[config.mk]
export PLATFORM = sky130hd
export DESIGN_NAME = multplus_sequencer_flat
export DESIGN_NICKNAME = d
export VERILOG_FILES = /design/src/rtl/multplus_sequencer_if.sv /design/src/rtl/multplus_sequencer.sv /design/src/flat_wrapper.sv
export SDC_FILE = /design/constraint.sdc
export NUM_CORES = 1
export LEC_CHECK = 0
export ABC_AREA = 0
export ABC_CLOCK_PERIOD_IN_PS = 8850
export BUFFER_PORTS_ARGS = -buffer_cell sky130_fd_sc_hd__buf_4
export CORE_ASPECT_RATIO = 0.6
export CORE_UTILIZATION = 50
export CTS_BUF_LIST = sky130_fd_sc_hd__clkbuf_16
export CTS_CLUSTER_SIZE = 30
export DETAILED_ROUTE_END_ITERATION = 10
export PLACE_DENSITY = 0.78
export SETUP_SLACK_MARGIN = 0.3
export SLEW_MARGIN = 20
export SYNTH_ARGS = -nofsm -noshare
export SYNTH_HDL_FRONTEND = slang
export SYNTH_SLANG_ARGS = --single-unit
[constraint.sdc]
create_clock -name clk -period 8.85 [get_ports clk]
set_input_delay 0.885 -clock clk [delete_from_list [all_inputs] [get_ports clk]]
set_output_delay 0.885 -clock clk [all_outputs]
set_load 0.005 [all_outputs]
[src/rtl/multplus_sequencer_if.sv]
// rtl/multplus_sequencer_if.sv - MULTPLUS request/response bundle between decode and the sequencer
//
// Purpose: groups the MULTPLUS request operands and the response/status
//          signals so decode and the sequencer connect through one port.
// Ports (signals):
//   start            request from decode, sampled only while the sequencer is idle
//   op_a, op_b, op_c multiplicand, multiplier, addend (WIDTH bits each)
//   stall            hold PC / register-file writes (combinational)
//   busy             registered; sequencer is past IDLE
//   done             one-cycle result-valid pulse
//   result           low WIDTH bits of a*b+c
//   overflow         true a*b+c does not fit in WIDTH bits
// Modports: master = requester (decode / bench), slave = sequencer.
interface multplus_sequencer_if #(
  parameter int WIDTH = 32
);
  logic             start;
  logic [WIDTH-1:0] op_a;
  logic [WIDTH-1:0] op_b;
  logic [WIDTH-1:0] op_c;
  logic             stall;
  logic             busy;
  logic             done;
  logic [WIDTH-1:0] result;
  logic             overflow;

  modport master (
    output start, op_a, op_b, op_c,
    input  stall, busy, done, result, overflow
  );

  modport slave (
    input  start, op_a, op_b, op_c,
    output stall, busy, done, result, overflow
  );
endinterface

[src/rtl/multplus_sequencer.sv]
// rtl/multplus_sequencer.sv - iterative shift-add multiply-accumulate sequencer for MULTPLUS
//
// Purpose: computes result = op_a*op_b + op_c (unsigned) over WIDTH shift-add
//          iterations, then one add cycle, then a one-cycle done pulse.
// Ports:
//   clk    rising-edge clock
//   reset  asynchronous, active-high; aborts any operation in flight
//   bus    multplus_sequencer_if.slave (start/operands in; stall/busy/done/result/overflow out)
module multplus_sequencer #(
  parameter int WIDTH = 32
) (
  input  logic                 clk,
  input  logic                 reset,
  multplus_sequencer_if.slave  bus
);
  localparam int CW = $clog2(WIDTH) + 1;

  typedef enum logic [1:0] {
    IDLE = 2'd0,
    RUN  = 2'd1,
    ADD  = 2'd2,
    DONE = 2'd3
  } state_t;

  state_t             state;
  state_t             nextState;
  logic [CW-1:0]      count;
  logic [2*WIDTH-1:0] mcand;
  logic [WIDTH-1:0]   mplier;
  logic [WIDTH-1:0]   addend;
  logic [2*WIDTH-1:0] acc;
  logic [WIDTH-1:0]   resultReg;
  logic               overflowReg;
  logic               busyReg;
  logic               doneReg;
  logic [WIDTH:0]     sumVal;

  // Low product half plus addend; the extra bit is the add carry.
  assign sumVal = {1'b0, acc[WIDTH-1:0]} + {1'b0, addend};

  always_ff @(posedge clk or posedge reset) begin
    if (reset) begin
      state <= IDLE;
    end else begin
      state <= nextState;
    end
  end

  always_comb begin
    nextState = state;
    case (state)
      IDLE:    if (bus.start) nextState = RUN;
      RUN:     if (count == CW'(WIDTH - 1)) nextState = ADD;
      ADD:     nextState = DONE;
      DONE:    nextState = IDLE;
      default: nextState = IDLE;
    endcase
  end

  always_ff @(posedge clk or posedge reset) begin
    if (reset) begin
      count       <= '0;
      mcand       <= '0;
      mplier      <= '0;
      addend      <= '0;
      acc         <= '0;
      resultReg   <= '0;
      overflowReg <= 1'b0;
      busyReg     <= 1'b0;
      doneReg     <= 1'b0;
    end else begin
      // busy/done are registered from the next state so they line up with it.
      busyReg <= (nextState != IDLE);
      doneReg <= (nextState == DONE);
      case (state)
        IDLE: begin
          if (bus.start) begin
            mcand  <= {{WIDTH{1'b0}}, bus.op_a};
            mplier <= bus.op_b;
            addend <= bus.op_c;
            acc    <= '0;
            count  <= '0;
          end
        end
        RUN: begin
          // Fixed WIDTH iterations even when the multiplier runs out of ones.
          if (mplier[0]) acc <= acc + mcand;
          mcand  <= mcand << 1;
          mplier <= mplier >> 1;
          count  <= count + 1'b1;
        end
        ADD: begin
          resultReg   <= sumVal[WIDTH-1:0];
          overflowReg <= (|acc[2*WIDTH-1:WIDTH]) | sumVal[WIDTH];
        end
        default: ;
      endcase
    end
  end

  // Stall drops in DONE so the instruction retires with the fresh result.
  assign bus.stall    = ((state == IDLE) & bus.start) | (state == RUN) | (state == ADD);
  assign bus.busy     = busyReg;
  assign bus.done     = doneReg;
  assign bus.result   = resultReg;
  assign bus.overflow = overflowReg;
endmodule
[src/flat_wrapper.sv]
// flat-port wrapper written by rule: the top's interface ports become plain ports
module multplus_sequencer_flat 
#(
  parameter int WIDTH = 32
)
  (clk, reset, bus_start, bus_op_a, bus_op_b, bus_op_c, bus_stall, bus_busy, bus_done, bus_result, bus_overflow);
  multplus_sequencer_if #(.WIDTH(WIDTH)) bus_i ();
  input  logic clk;
  input  logic reset;
  input wire logic [$bits(bus_i.start)-1:0] bus_start;
  input wire logic [$bits(bus_i.op_a)-1:0] bus_op_a;
  input wire logic [$bits(bus_i.op_b)-1:0] bus_op_b;
  input wire logic [$bits(bus_i.op_c)-1:0] bus_op_c;
  output wire logic [$bits(bus_i.stall)-1:0] bus_stall;
  output wire logic [$bits(bus_i.busy)-1:0] bus_busy;
  output wire logic [$bits(bus_i.done)-1:0] bus_done;
  output wire logic [$bits(bus_i.result)-1:0] bus_result;
  output wire logic [$bits(bus_i.overflow)-1:0] bus_overflow;
  assign bus_i.start = bus_start;
  assign bus_i.op_a = bus_op_a;
  assign bus_i.op_b = bus_op_b;
  assign bus_i.op_c = bus_op_c;
  assign bus_stall = bus_i.stall;
  assign bus_busy = bus_i.busy;
  assign bus_done = bus_i.done;
  assign bus_result = bus_i.result;
  assign bus_overflow = bus_i.overflow;
  multplus_sequencer #(.WIDTH(WIDTH)) u_core (.clk(clk), .reset(reset), .bus(bus_i));
endmodule
==> results.tsv <==
metric	value	unit
crit_required	9.32	ns
ys.flop_type	dfrtp_1	
cts_tree	yes	
max_freq	275.4	MHz
ys_top_cells_by_area	dfrtp_1 (40%), ha_1 (8.2%), nand2_1 (7.4%)	
cts_hold_buf	0	
startpoint_type	flip-flop	
nets	1940	
port_buffers	134	
critPathArrivalTime	4.10	ns
r2r-start	u_core.mcand[0]$_DFFE_PP0P_	
maxSlewViolCount	0	
numCtsBuffers	24	
cts_setup_buffers	0	
ios	135	
ys_ff_latch	235	
r2r_setup_slack	5.22	ns
cts_max_level	1	
drt_iter0_drc	1615	
worstRegToRegCells	13	
yosysTopAreaCellShare	40.36	%
hold_path_end	u_core.mplier[17]$_DFFE_PP0P_	
synthesis.yosys.warnings	0	
worst_hold_slack	0.4839	ns
worst-path-max-fanout	5	
syn_area_per_cell	8.735	um2
worst_slew_pin_slew	0.9495	ns
slew_headroom	36.57	%
vdd_drop_max	0.1611	mV
cts-root-buf	clkbuf_16	
wl_per_cell	20.20	um
numClockSinks	235	
synth_cells	1668	
track_usage	28.75	%
cts.path.max_buffers	3	
grt_pass1_wl	69.06	mm
cellPowerDensity	306.6	mW/mm2
hold_start	u_core.mplier[17]$_DFFE_PP0P_	
std_cell_rows	47	
grt_remaining_overflow	0	
leakagePower	7.766	nW
drc_errors	0	
synth_nets	1865	
antenna_left	0	
die_x	222.4	um
antenna_found_initial	0	
final_hold_viol_count	0	
finalCritPeriodShare	41.03	%
ys_seq_area_share	40.36	%
tns	0	ns
grt_setup_unrepaired	no	
final_common_cell	nand2_1	
synth.distinct_cells	76	
drive_gt1_share	11.81	%
clk_pin_slew	0.06	ns
hold_path_depth	2	
synthesis.area	0.01457	mm2
ctsResizeCount	0	
grt_max_degree	114	
drt-pass1-iter-count	6	
r2r_end	u_core.acc[60]$_DFFE_PP0P_	
start_util	51.83	%
die_y	134.2	um
antenna_cells	0	
place.gp.congestion	1.005	
synth_edf_count	0	
viasPerCell	6.318	
grt_pass1_vias	12605	
holdCritPathClass	reg2reg	
endpoint_kind	flip-flop	
drt-total-wl	43.00	mm
die_area	0.02985	mm2
hpwl	31.47	mm
clock-skew-final	0.02174	ns
core	0.02811	mm2
yosys.area.top_type	dfrtp_1	
period_needed	3.631	ns
final_cell_mix	nand2_1 (289), dfrtp_1 (233), o21ai_0 (177), buf_4 (147), a21oi_1 (126)	
p_total	5.065	mW
vias	13445	
setup_viol	0	
clk_latency	0.55	ns
ys_async_sr_fraction	100.0	%
area_delta_synth_final	13.38	%
outcome	finished clean	
drv_cap	0	
critPathKind	reg2reg	
kinds of logic (layout without fill, tap and decap cells):
group / after synthesis / after routing / share of synthesized area [%]
compound gates: 609 / 609 / 26.72
simple gates: 523 / 523 / 16.27
flops: 235 / 235 / 40.36
buf+inv: 122 / 215 / 3.237
fa+ha+maj: 98 / 98 / 8.519
xor+xnor: 79 / 79 / 4.749
mux: 2 / 2 / 0.1374
sequential cells by signal, summed over array words and instances, names as in the netlist:
signal	count
u_core.mplier	32
u_core.mcand	64
u_core.bus.busy	1
u_core.acc	64
u_core.state	2
u_core.count	6
u_core.bus.overflow	1
u_core.addend	32
u_core.bus.result	32
u_core.bus.done	1
synthesized netlist by cell type (31+ instances only):
library cell and number:
a21o_1 46, nand3_1 35, clkbuf_1 82, a21oi_1 126, ha_1 96, xor2_1 31, nor2_1 50, dfrtp_1 235
nor2b_1 43, xnor2_1 48, nand2_1 289, o21ai_0 177, a22o_1 41, a22oi_1 62
power breakdown:
part / total [mW] / switching (mW) / internal (mW) / leakage, nW
combinational: 2.42 / 1.44 / 0.974 / 4.41
clock: 0.954 / 0.455 / 0.499 / 0.352
sequential: 1.69 / 0.294 / 1.40 / 3.01
final cells by class:
class / instances / area [um2]
clock inverter: 20 / 116.4
multi-input combinational: 1311 / 8259
inverter: 24 / 97.59
timing repair buffer: 147 / 1104
fill: 2486 / 11590
tap: 367 / 459.2
sequential: 235 / 5883
clock buffer: 24 / 600.6
how the worst max path moves through the flow:
stage,start,to,slack (ns),cells after the start
global route,u_core.acc[8]$_DFFE_PP0P_,u_core.bus.result[31]$_DFFE_PP0P_,5.06,11
CTS,u_core.mcand[0]$_DFFE_PP0P_,u_core.acc[60]$_DFFE_PP0P_,5.29,13
finish,u_core.mcand[0]$_DFFE_PP0P_,u_core.acc[60]$_DFFE_PP0P_,5.22,13
floorplan,reset,u_core.acc[0]$_DFFE_PP0P_,1.52,1
detailed placement,u_core.acc[0]$_DFFE_PP0P_,u_core.acc[60]$_DFFE_PP0P_,5.35,13
global placement,u_core.acc[8]$_DFFE_PP0P_,u_core.bus.result[31]$_DFFE_PP0P_,5.44,11
per-stage QoR:
step / std cells / utilization [%] / instance area, um2 / setup WS (ns)
2_1_floorplan: 1668 / - / 14570 / 1.519
3_3_place_gp: 2084 / 56.22 / 15800 / 5.444
3_5_place_dp: 2084 / 56.22 / 15800 / 5.354
4_1_cts: 2128 / 58.77 / 16520 / 5.294
5_1_grt: 2128 / 58.77 / 16520 / 5.056
6_report: 2128 / 58.77 / 16520 / 5.219
layer usage:
metal	wire length [um]	vias up	part of all wire, %	GRT usage [%]
li1	-	6210	-	-
met1	20740	6485	48	45.14
met2	16530	701	38	38.31
met3	4988	49	12	8.478
met4	737	0	1.7	5.556
met5	0	-	0	0
worst max-delay path, cell delays in order (launching register included):
cell and delay, ns:
dfrtp_1 0.38, ha_1 0.21, inv_1 0.06, fa_1 0.42, nor2b_1 0.19, o31a_2 0.23
o31ai_2 0.12, a21oi_4 0.23, a31oi_2 0.18, o41a_1 0.54, o21ai_4 0.25, a31oi_1 0.16
or4_1 0.49, nand3_1 0.09
No activity file was read; power rests on OpenSTA's default activity.
